## src/rtl/simon_cipher_sched_if.sv

```systemverilog
// rtl/simon_cipher_sched_if.sv - key/block/result handshake bundle for the Simon32/64 sequencer
interface simon_cipher_sched_if;
    logic        key_valid;
    logic        key_ready;
    logic [63:0] key_in;
    logic        blk_valid;
    logic        blk_ready;
    logic [31:0] blk_in;
    logic        blk_dec;
    logic        out_valid;
    logic        out_ready;
    logic [31:0] out_data;
    logic        key_loaded;
    logic        busy;

    // Host/consumer side: drives keys, blocks and result back-pressure
    modport master (
        output key_valid, key_in, blk_valid, blk_in, blk_dec, out_ready,
        input  key_ready, blk_ready, out_valid, out_data, key_loaded, busy
    );

    // Sequencer side
    modport slave (
        input  key_valid, key_in, blk_valid, blk_in, blk_dec, out_ready,
        output key_ready, blk_ready, out_valid, out_data, key_loaded, busy
    );
endinterface

```

## src/rtl/simon_cipher_sched.sv

```systemverilog
// rtl/simon_cipher_sched.sv - Simon32/64 key expansion and one-round-per-clock block sequencer
module simon_cipher_sched #(
    parameter int          ROUNDS = 32,
    parameter logic [15:0] KEY_C  = 16'hFFFC
) (
    input  logic                  clk,
    input  logic                  rst,
    simon_cipher_sched_if.slave   bus
);

    localparam int KW = $clog2(ROUNDS);
    localparam int CW = $clog2(ROUNDS + 1);

    // z[j] is character j of the string, so character 0 sits in the MSB.
    localparam logic [61:0] Z0 = 62'b11111010001001010110000111001101111101000100101011000011100110;

    typedef enum logic [2:0] {
        S_IDLE,
        S_KEYEXP,
        S_READY,
        S_RUN,
        S_DONE
    } state_t;

    state_t          state_q, state_d;
    logic [CW-1:0]   cnt_q, cnt_d;
    logic [15:0]     x_q, x_d;
    logic [15:0]     y_q, y_d;
    logic            dec_q, dec_d;
    logic            out_valid_q, out_valid_d;
    logic [31:0]     out_data_q, out_data_d;
    logic            key_loaded_q, key_loaded_d;

    logic [15:0]     key_q [ROUNDS];

    logic            key_ready;
    logic            blk_ready;
    logic            key_load;
    logic            key_we;

    logic [KW-1:0]   cnt_k;
    logic [15:0]     k_m1, k_m3, k_m4;
    logic [15:0]     t_mix;
    logic [5:0]      zj;
    logic            z_bit;
    logic [15:0]     key_new;

    logic [KW-1:0]   rk_idx;
    logic [15:0]     rk;
    logic [15:0]     x_n, y_n;

    function automatic logic [15:0] ror1(input logic [15:0] v);
        return {v[0], v[15:1]};
    endfunction

    function automatic logic [15:0] ror3(input logic [15:0] v);
        return {v[2:0], v[15:3]};
    endfunction

    // Simon round function: (rol1 & rol8) ^ rol2
    function automatic logic [15:0] f_simon(input logic [15:0] v);
        return ({v[14:0], v[15]} & {v[7:0], v[15:8]}) ^ {v[13:0], v[15:14]};
    endfunction

    assign cnt_k = cnt_q[KW-1:0];

    // Key expansion: k[i] from k[i-1], k[i-3], k[i-4] with i = cnt
    assign k_m1    = key_q[cnt_k - KW'(1)];
    assign k_m3    = key_q[cnt_k - KW'(3)];
    assign k_m4    = key_q[cnt_k - KW'(4)];
    assign t_mix   = ror3(k_m1) ^ k_m3;
    assign zj      = 6'(cnt_q) - 6'd4;
    assign z_bit   = Z0[6'd61 - zj];
    assign key_new = KEY_C ^ k_m4 ^ t_mix ^ ror1(t_mix) ^ {15'd0, z_bit};

    // Round datapath: decrypt walks the key file backwards from ROUNDS-1
    assign rk_idx = dec_q ? (KW'(ROUNDS - 1) - cnt_k) : cnt_k;
    assign rk     = key_q[rk_idx];
    assign x_n    = dec_q ? y_q : (y_q ^ f_simon(x_q) ^ rk);
    assign y_n    = dec_q ? (x_q ^ f_simon(y_q) ^ rk) : x_q;

    // State and datapath registers with synchronous active-low reset
    always_ff @(posedge clk) begin
        if (!rst) begin
            state_q      <= S_IDLE;
            cnt_q        <= '0;
            x_q          <= '0;
            y_q          <= '0;
            dec_q        <= 1'b0;
            out_valid_q  <= 1'b0;
            out_data_q   <= '0;
            key_loaded_q <= 1'b0;
        end else begin
            state_q      <= state_d;
            cnt_q        <= cnt_d;
            x_q          <= x_d;
            y_q          <= y_d;
            dec_q        <= dec_d;
            out_valid_q  <= out_valid_d;
            out_data_q   <= out_data_d;
            key_loaded_q <= key_loaded_d;
        end
    end

    // Key file: four seed words on accept, then one expanded word per KEYEXP clock
    always_ff @(posedge clk) begin
        if (key_load) begin
            key_q[0] <= bus.key_in[15:0];
            key_q[1] <= bus.key_in[31:16];
            key_q[2] <= bus.key_in[47:32];
            key_q[3] <= bus.key_in[63:48];
        end else if (key_we) begin
            key_q[cnt_k] <= key_new;
        end
    end

    // Next-state, handshakes and datapath control
    always_comb begin
        state_d      = state_q;
        cnt_d        = cnt_q;
        x_d          = x_q;
        y_d          = y_q;
        dec_d        = dec_q;
        out_valid_d  = out_valid_q;
        out_data_d   = out_data_q;
        key_loaded_d = key_loaded_q;
        key_load     = 1'b0;
        key_we       = 1'b0;

        key_ready = (state_q == S_IDLE) || (state_q == S_READY);
        // A pending key always wins over a block in READY
        blk_ready = (state_q == S_READY) && !bus.key_valid;

        case (state_q)
            S_IDLE, S_READY: begin
                if (bus.key_valid) begin
                    key_load = 1'b1;
                    if (ROUNDS == 4) begin
                        // Seed words already form the whole schedule
                        state_d      = S_READY;
                        cnt_d        = '0;
                        key_loaded_d = 1'b1;
                    end else begin
                        state_d      = S_KEYEXP;
                        cnt_d        = CW'(4);
                        key_loaded_d = 1'b0;
                    end
                end else if (blk_ready && bus.blk_valid) begin
                    state_d = S_RUN;
                    x_d     = bus.blk_in[31:16];
                    y_d     = bus.blk_in[15:0];
                    dec_d   = bus.blk_dec;
                    cnt_d   = '0;
                end
            end
            S_KEYEXP: begin
                key_we = 1'b1;
                if (cnt_q == CW'(ROUNDS - 1)) begin
                    state_d      = S_READY;
                    cnt_d        = '0;
                    key_loaded_d = 1'b1;
                end else begin
                    cnt_d = cnt_q + CW'(1);
                end
            end
            S_RUN: begin
                x_d = x_n;
                y_d = y_n;
                if (cnt_q == CW'(ROUNDS - 1)) begin
                    state_d     = S_DONE;
                    cnt_d       = '0;
                    out_valid_d = 1'b1;
                    out_data_d  = {x_n, y_n};
                end else begin
                    cnt_d = cnt_q + CW'(1);
                end
            end
            S_DONE: begin
                if (bus.out_ready) begin
                    state_d     = S_READY;
                    out_valid_d = 1'b0;
                end
            end
            default: begin
                state_d = S_IDLE;
            end
        endcase
    end

    assign bus.key_ready  = key_ready;
    assign bus.blk_ready  = blk_ready;
    assign bus.out_valid  = out_valid_q;
    assign bus.out_data   = out_data_q;
    assign bus.key_loaded = key_loaded_q;
    assign bus.busy       = (state_q == S_KEYEXP) || (state_q == S_RUN) || (state_q == S_DONE);

endmodule

```

## src/flat_wrapper.sv

```systemverilog
// flat-port wrapper written by rule: the top's interface ports become plain ports
module simon_cipher_sched_flat 
#(
    parameter int          ROUNDS = 32,
    parameter logic [15:0] KEY_C  = 16'hFFFC
)
  (clk, rst, bus_key_valid, bus_key_in, bus_blk_valid, bus_blk_in, bus_blk_dec, bus_out_ready, bus_key_ready, bus_blk_ready, bus_out_valid, bus_out_data, bus_key_loaded, bus_busy);
  simon_cipher_sched_if bus_i ();
  input  logic clk;
  input  logic rst;
  input wire logic [$bits(bus_i.key_valid)-1:0] bus_key_valid;
  input wire logic [$bits(bus_i.key_in)-1:0] bus_key_in;
  input wire logic [$bits(bus_i.blk_valid)-1:0] bus_blk_valid;
  input wire logic [$bits(bus_i.blk_in)-1:0] bus_blk_in;
  input wire logic [$bits(bus_i.blk_dec)-1:0] bus_blk_dec;
  input wire logic [$bits(bus_i.out_ready)-1:0] bus_out_ready;
  output wire logic [$bits(bus_i.key_ready)-1:0] bus_key_ready;
  output wire logic [$bits(bus_i.blk_ready)-1:0] bus_blk_ready;
  output wire logic [$bits(bus_i.out_valid)-1:0] bus_out_valid;
  output wire logic [$bits(bus_i.out_data)-1:0] bus_out_data;
  output wire logic [$bits(bus_i.key_loaded)-1:0] bus_key_loaded;
  output wire logic [$bits(bus_i.busy)-1:0] bus_busy;
  assign bus_i.key_valid = bus_key_valid;
  assign bus_i.key_in = bus_key_in;
  assign bus_i.blk_valid = bus_blk_valid;
  assign bus_i.blk_in = bus_blk_in;
  assign bus_i.blk_dec = bus_blk_dec;
  assign bus_i.out_ready = bus_out_ready;
  assign bus_key_ready = bus_i.key_ready;
  assign bus_blk_ready = bus_i.blk_ready;
  assign bus_out_valid = bus_i.out_valid;
  assign bus_out_data = bus_i.out_data;
  assign bus_key_loaded = bus_i.key_loaded;
  assign bus_busy = bus_i.busy;
  simon_cipher_sched #(.ROUNDS(ROUNDS), .KEY_C(KEY_C)) u_core (.clk(clk), .rst(rst), .bus(bus_i));
endmodule
```

## config.mk

```make
export PLATFORM = sky130hd
export DESIGN_NAME = simon_cipher_sched_flat
export DESIGN_NICKNAME = d
export VERILOG_FILES = /design/src/rtl/simon_cipher_sched_if.sv /design/src/rtl/simon_cipher_sched.sv /design/src/flat_wrapper.sv
export SDC_FILE = /design/constraint.sdc
export NUM_CORES = 1
export LEC_CHECK = 0
export CAP_MARGIN = 10
export CORE_MARGIN = 2
export CORE_UTILIZATION = 30
export DETAILED_ROUTE_END_ITERATION = 10
export GPL_ROUTABILITY_DRIVEN = 0
export PLACE_DENSITY_LB_ADDON = 0.3
export SLEW_MARGIN = 5
export SYNTH_ARGS = -nofsm -noshare
export SYNTH_HDL_FRONTEND = slang
export SYNTH_SLANG_ARGS = --single-unit
export TNS_END_PERCENT = 5
```

## constraint.sdc

```tcl
create_clock -name clk -period 6.6 [get_ports clk]
set_clock_uncertainty 0.1 [all_clocks]
set_input_delay 1.98 -clock clk [delete_from_list [all_inputs] [get_ports clk]]
set_output_delay 1.98 -clock clk [all_outputs]
set_load 0.01 [all_outputs]
```

== Word-level counts from Yosys, hierarchy flattened ==
Memory sizes are Yosys's and may differ from the RTL's.
Cells that the tools add are included.
Storage, ports and cells
  ROM bits: 64
  input bits: 102
  memory bits (writable): 512
  flip-flop bits (word level): 76
  word-level logic and storage cells: 101
  memories kept: 2
Memories
  u_core.key_q: words 32, width 16, rd ports 4, clocked after Yosys merged registers in 0, write ports 4, RTL line simon_cipher_sched.sv:34  | logic [15:0] key_q [ROUNDS];
  (name not given): words 64, width 1, rd ports 1, clocked after Yosys merged registers in 0, write ports 0, RTL line simon_cipher_sched.sv:73  | assign z_bit = Z0[6'd61 - zj];
Operators by class
  eq/ne operators: 12
  multiplexer cells: 36
  bitwise gates (word level): 14
  order comparisons: 1
  reductions and logical operators: 21
  add/subtract/negate cells: 7
Operators by type and width (number)
  16-bit bitwise XOR: 9
  16-bit 2-to-1 mux: 7
  16-bit case mux with 2 select lines: 2
  16-bit bitwise AND: 2
  6-bit 2-to-1 mux: 3
  16-bit OR reduction: 1
  16-bit by 1-bit bitwise XOR with 16-bit output: 1
  3-bit 2-to-1 mux: 5
  14-bit inverter: 1
  1-bit 2-to-1 mux: 13
  3-bit case mux with 4 select lines: 1
  6-bit case mux with 2 select lines: 1
  3-bit AND reduction: 4
  5-bit 2-to-1 mux: 2
  2-bit nonzero test: 4
  6-bit by 7-bit less-than comparator with 1-bit output (second input constant): 1
  6-bit by 1-bit adder with 6-bit output (second input constant): 1
  3-bit by 2-bit == test with 1-bit output (second input constant): 2
  6-bit by 5-bit == test with 1-bit output (second input constant): 1
  2-bit by 1-bit inequality test with 1-bit output (second input constant): 3
  2-bit inequality test (second input constant): 3
  6-bit by 3-bit subtractor with 6-bit output (second input constant): 1
  6-bit subtractor (first input constant): 1
  5-bit by 1-bit subtractor with 5-bit output (second input constant): 1
  15 further kinds: 21

== Logic depth before layout (Yosys ltp) ==
Gate-level depths: netlist of run 1.
  word-level depth: 7
  depth in mapped cells: 17
  depth with buffers taken out: 10

== Worst setup path before layout of run 1 ==
No wires, ideal clock.
  path kind: register to register
  from: register u_core.cnt_q[1]
  to: memory u_core.key_q[0][13] (data pin)
  arrival: 4.713 ns
  buffers on the path: 7
  required time: 6.361 ns
  stages on the path, launching flop included: 16
  setup slack: 1.648 ns
  cells stage by stage: dfxtp_1 buf_4 buf_4 buf_2 inv_1 ha_1 buf_2 buf_2 buf_2 buf_1 mux4_2 a211oi_1 a31oi_1 xor2_1 xnor2_1 mux2_2
RTL lines
  from (decl): RTL line simon_cipher_sched.sv:26  | logic [CW-1:0] cnt_q, cnt_d;
  from (signal assigned): RTL line simon_cipher_sched.sv:95  | cnt_q <= cnt_d;
  to (decl): RTL line simon_cipher_sched.sv:34

== Worst setup path in the final report of run 1 ==
  from: input port bus_key_valid
  to: output port bus_blk_ready
Between the ends
  cells in the longest elaborated chain, start to end: 2
RTL lines
  from (decl): RTL line flat_wrapper.sv:11  | input wire logic [$bits(bus_i.key_valid)-1:0] bus_key_valid;
  1-bit logical NOT: RTL line simon_cipher_sched.sv:132  | blk_ready = (state_q == S_READY) && !bus.key_valid;
  1-bit logical AND: RTL line simon_cipher_sched.sv:132
  to (decl): RTL line flat_wrapper.sv:18  | output wire logic [$bits(bus_i.blk_ready)-1:0] bus_blk_ready;
No other way between the ends.

==> flow_summary.json, run 1 <==
{
  "status": "complete, no violations",
  "rsz0062_at_grt": "false",
  "wl_met3_mm": 16.1,
  "synth_top_area_cell": "edfxtp_1",
  "synth_enable_flop_cells": 512,
  "netlist.area_leader.share_pct": 40.7,
  "synth.mux.area_fraction_pct": 34.6,
  "synth_cell_types": 65,
  "utilization_pct": 34.8,
  "power_leakage_nw": 13.7,
  "slowest_delay_ps": 550,
  "wl_mm": 146,
  "ctsResizeCount": 0,
  "synth_compound_area_share_pct": 6.18,
  "cts.path.max_buffers": 3,
  "area_growth_pct": 15.4,
  "cp-start-kind": "input pin",
  "htree_levels": 3,
  "path_cells": "clkdlybuf4s50_1 -> nor3_1 -> and2_1 -> clkdlybuf4s50_1",
  "timing.fmax_ghz": 0.175,
  "wire_per_inst_um": 32.7,
  "postRouteAntennaNets": 0,
  "dr_wl_met2_mm": 64.3,
  "die_w_um": 359,
  "seqPwrFrac_pct": 38.3,
  "period_share_pct": 86.4,
  "p_int_mw": 10.1,
  "maxSlewViolCount": 0,
  "post-cts-setup-buffer-count": 0,
  "drive_above_1_share_pct": 29.9,
  "p_sw_mw": 5.63,
  "setup_viol": 0,
  "swShare_pct": 35.8,
  "cts-root-buf": "clkbuf_16",
  "critPathArrivalTime_ps": 3620,
  "hold_ws_ps": 407,
  "syn_inst": 2639,
  "ys.flop_type": "edfxtp_1",
  "port-buffer-count": 138,
  "drt_iter0_drc": 3850,
  "p_comb_share_pct": 37.8,
  "fin_ws_ps": 896,
  "grt_pass1_vias": 26000,
  "netlist_area_um2": 37800,
  "die_h_um": 359,
  "cts_tree": "built",
  "whs_path_depth": 2,
  "worstHoldEndpoint": "u_core.bus.out_data[31]",
  "async_flop_share_pct": 0,
  "pre_cts_slack_ps": 846,
  "synth_xor_area_share_pct": 3.76,
  "syn_area_per_cell_um2": 14.3,
  "cp.required_ps": 4520,
  "core_um2": 125000,
  "grt_antenna_before_repair": 2,
  "io_pins": 139,
  "hold_class": "reg -> reg",
  "yosys_register_bits": 588,
  "reg2reg_slack_ps": 1110,
  "pwr_density_cell_nw_per_um2": 360,
  "initial_core_util_pct": 30.1,
  "yosysSeqAreaShare_pct": 44.7,
  "wl_met1_mm": 58.3,
  "synth_top_family_by_area": "multiplexers",
  "post-route-min-period_ps": 5700,
  "vias": 27200,
  "clockPowerShare_pct": 24.0,
  "firstDrtPassIters": 5,
  "clkTransAtPathRegs_ps": 60,
  "rr_endpoint": "u_core.key_q[3][10]",
  "dr.max_layer_used": "met4",
  "irDropWorstVdd_uv": 327,
  "gr-total-overflow": 0,
  "ys_warn_count": 0,
  "min-delay-start": "u_core.bus.out_data[31]",
  "num_rows": 130,
  "endpoint_kind": "primary output",
  "clk-insertion-delay-late_ps": 640,
  "clkSinkCount": 588,
  "fin_tns_setup_ps": 0,
  "final_common_cell": "edfxtp_1",
  "syn_nets": 2754,
  "dp_hpwl_mm": 97.2,
  "synth-adder-area-share_pct": 0.430,
  "track_usage_pct": 22.0,
  "final_cell_mix": "edfxtp_1, mux4_2, nand2_1",
  "grt_max_degree": 115,
  "cp_slowest_cell": "clkdlybuf4s50_1",
  "timing.critical_path.mode_cell": "clkdlybuf4s50_1",
  "crit_fanout": 5,
  "critical_path.top_delay_family": "buffers and inverters",
  "synth.area.top_cells": "edfxtp_1, mux4_2, mux2i_1",
  "grt_pass1_wl_mm": 203,
  "dieArea_um2": 129000,
  "tightest_slew_ps": 1300,
  "cts_hold_buf": 0,
  "hold_violations": 0,
  "drc": 0,
  "nNetsFinal": 2871,
  "slew_headroom_pct": 13.0,
  "vias_per_cell": 6.09,
  "r2r_cells": 9,
  "cp.buffers_inverters": 2,
  "drv_cap": 0,
  "numCtsBuffers": 69,
  "synthSimpleGateAreaFrac_pct": 6.78,
  "path_class": "in -> out",
  "reg2reg_from": "u_core.cnt_q[1]"
}
## metal layers
metal	up-vias	global-route usage, %
met5	-	0
met4	0	9.66
met3	300	5.81
met2	1766	33.1
met1	14100	29.9
li1	11000	-
## worst reg2reg max path, delay by kind of cell (launching register included)
kind | cells | cell delay, ps
xor+xnor | 3 | 2570
compound gates | 2 | 640
buf+inv | 2 | 550
flops | 1 | 490
mux | 1 | 480
fa+ha+maj | 1 | 400
## metrics by stage
stage | power, mW | instances | area [µm²]
5_1_grt | 16.2 | 4455 | 43600
4_1_cts | 15.7 | 4455 | 43600
3_5_place_dp | 11.9 | 4335 | 41500
3_3_place_gp | 11.9 | 4335 | 41500
2_1_floorplan | 9.56 | 2639 | 37800
6_report | 15.7 | 4456 | 43600
## how the worst max path moves through the flow
stage	start	endpoint	slack [ps]	depth (start not counted)
final	bus_key_valid	bus_blk_ready	900	4
after global routing	bus_key_valid	bus_blk_ready	750	4
after CTS	bus_key_valid	bus_blk_ready	850	4
after detailed placement	bus_key_valid	bus_blk_ready	850	4
after global placement	bus_key_valid	bus_blk_ready	870	4
after floorplan	u_core.cnt_q[1]	u_core.key_q[0][13]	1650	15
## layout make-up
class | instances | area (µm²)
sequential | 588 | 16900
clock inverter | 30 | 253
antenna | 1 | 2.50
tap | 1650 | 2060
clock buffer | 90 | 1920
fill | 12100 | 81800
timing repair buffer | 267 | 2550
multi-input combinational | 1813 | 19900
inverter | 17 | 63.8
## state kept, by name (all words and copies together), names as in the netlist
signal and flops:
u_core.y_q 16, u_core.cnt_q 6, u_core.x_q 16, u_core.key_q 512, u_core.state_q 3, u_core.bus.out_valid 1
u_core.bus.key_loaded 1, u_core.bus.out_data 32, u_core.dec_q 1
## cells by family (layout without fill, tap and decap cells)
kind of cell / after synthesis / count (layout)
other cells: 0 / 1
compound gates: 360 / 360
mux: 727 / 727
buf+inv: 238 / 404
xor+xnor: 134 / 134
simple gates: 579 / 579
fa+ha+maj: 13 / 13
flops: 588 / 588
## Yosys cell counts (13+ instances only)
cell type  number
buf_2          72
mux2_2         91
buf_1          16
buf_6          28
a31oi_1        16
nand3_1        78
ha_1           13
mux4_2        453
clkbuf_1       67
a21oi_1        93
dfxtp_1        76
a32oi_1        16
mux2i_1       180
nor3_1         18
nor3b_1        14
a211oi_1       29
o221ai_1       24
xnor2_1        76
and3_1         21
edfxtp_1      512
nand2_1       277
xnor3_1        15
xor2_1         39
nor2_1        116
a22oi_1        30
buf_4          36
o21ai_0        60
o22ai_1        36
nand2b_1       15
## power groups by stage
stage	clock (mW)	combinational [mW]	sequential, mW
detailed placement	0	5.85	6.09
global placement	0	5.79	6.09
CTS	3.82	5.87	6.01
global route	3.96	6.25	6.03
floorplan	0	3.49	6.07
finish	3.77	5.94	6.02
Note: power is estimated with default switching activity, not from simulation.
==> run 2: changes to the inputs <==
Settings changed: CORE_UTILIZATION 30 to 44.
==> run 2 against run 1 <==
Power is 0.73% higher. Utilization is 16 points higher. Sequential share of layout area is 0.48 points higher. Die area is 31% lower. Critical path depth stayed put. Non-clock buffer count is 6 lower. Global-route usage is 9.0 points higher. Cell count is 11% lower.
==> flow_summary.json, run 2 (synthesized netlist as in run 1, its figures left out) <==
{
  "clkSinkCount": 588,
  "fin_ws_ps": 1010,
  "cp.required_ps": 4520,
  "maxSlewViolCount": 0,
  "post-route-min-period_ps": 5590,
  "cts_hold_buf": 0,
  "wl_mm": 139,
  "dp_hpwl_mm": 90.0,
  "track_usage_pct": 31.0,
  "instances_no_fill": 3948,
  "num-fill-cells": 7123,
  "worstHoldEndpoint": "u_core.bus.out_data[9]",
  "dp.cells": 3822,
  "nNetsFinal": 2866,
  "path_class": "in -> out",
  "critPathArrivalTime_ps": 3510,
  "hold_violations": 0,
  "core_um2": 85100,
  "placed_area_um2": 40700,
  "drt_iter0_drc": 4671,
  "fin_tns_setup_ps": 0,
  "initial_core_util_pct": 44.4,
  "rsz0062_at_grt": "false",
  "post-route-cell-area_um2": 43100,
  "grt_antenna_before_repair": 1,
  "io_pins": 139,
  "clk-insertion-delay-late_ps": 630,
  "rr_endpoint": "u_core.key_q[3][0]",
  "slew_headroom_pct": 22.9,
  "die_w_um": 297,
  "final_cell_mix": "edfxtp_1, mux4_2, nand2_1",
  "final_common_cell": "edfxtp_1",
  "power_leakage_nw": 13.7,
  "hold_class": "reg -> reg",
  "cts_tree": "built",
  "grt_pass1_vias": 27200,
  "grt_max_degree": 131,
  "irDropWorstVdd_uv": 315,
  "endpoint_kind": "primary output",
  "tightest_slew_ps": 1160,
  "reg2reg_from": "u_core.cnt_q[1]",
  "drive_above_1_share_pct": 30.1,
  "cp-start-kind": "input pin",
  "largest_reg_flops": 512,
  "vias": 28000,
  "whs_path_depth": 2,
  "timing.fmax_ghz": 0.179,
  "utilization_pct": 50.6,
  "drc": 0,
  "port-buffer-count": 138,
  "firstDrtPassIters": 7,
  "largest_register": "u_core.key_q",
  "grt_pass1_wl_mm": 198,
  "period_share_pct": 84.6,
  "clkTransAtPathRegs_ps": 50,
  "post-cts-setup-buffer-count": 0,
  "numCtsBuffers": 70,
  "setup_viol": 0,
  "r2r_cells": 13,
  "crit_fanout": 5,
  "min-delay-start": "u_core.bus.out_data[9]",
  "postRouteAntennaNets": 0,
  "pwr_density_cell_nw_per_um2": 368,
  "dieArea_um2": 88300,
  "reg2reg_slack_ps": 1110,
  "pre_cts_slack_ps": 1030,
  "ctsResizeCount": 0,
  "wire_per_inst_um": 35.1,
  "cts-root-buf": "clkbuf_16",
  "drv_cap": 0,
  "die_h_um": 297,
  "num_rows": 107,
  "gr-total-overflow": 0,
  "status": "complete, no violations",
  "cts.path.max_buffers": 3,
  "vias_per_cell": 7.09,
  "htree_levels": 3,
  "area_growth_pct": 14.0
}
==> run 2: layout make-up <==
| class | instances | area [µm²] | area share, % |
|---|---|---|---|
| multi-input combinational | 1813 | 19900 | 46.1 |
| sequential | 588 | 16900 | 39.2 |
| timing repair buffer | 261 | 2470 | 5.74 |
| clock buffer | 85 | 1900 | 4.41 |
| tap | 1144 | 1430 | 3.32 |
| clock inverter | 39 | 457 | 1.06 |
| inverter | 17 | 63.8 | 0.148 |
| antenna | 1 | 2.50 | 0.00580 |
==> run 2: stage by stage <==
stage | power (mW) | hold WS (ps)
2_1_floorplan | 9.56 | 416
3_3_place_gp | 11.5 | 398
3_5_place_dp | 11.7 | 396
4_1_cts | 15.7 | 403
5_1_grt | 16.3 | 445
6_report | 15.8 | 405
==> run 2: power by group <==
part           leakage (nW)  total (mW)  internal (mW)  switching (mW)
clock network          1.15        4.02           2.41            1.61
logic                  7.32        5.80           2.00            3.81
registers              5.26        6.02           5.91           0.111
total                  13.7        15.8           10.3            5.53
==> run 2: per-layer routing <==
layer  wire length (µm)  track usage, %
met1              48300            40.7
met2              61600            46.6
met3              19700            9.27
met4               8940            16.8
met5                  0               0
==> run 2: how the worst max path moves through the flow <==
stage               cells after the start  slack [ps]             endpoint       startpoint
global placement                        4        1050        bus_blk_ready    bus_key_valid
finish                                  4        1010        bus_blk_ready    bus_key_valid
floorplan                              15        1650  u_core.key_q[0][13]  u_core.cnt_q[1]
global route                            4         930        bus_blk_ready    bus_key_valid
CTS                                     4        1020        bus_blk_ready    bus_key_valid
detailed placement                      4        1030        bus_blk_ready    bus_key_valid
==> run 2: critical path, cell delays in order <==
cell	delay (ps)
clkdlybuf4s50_1	470
nor3_1	310
and2_1	200
clkdlybuf4s50_1	540
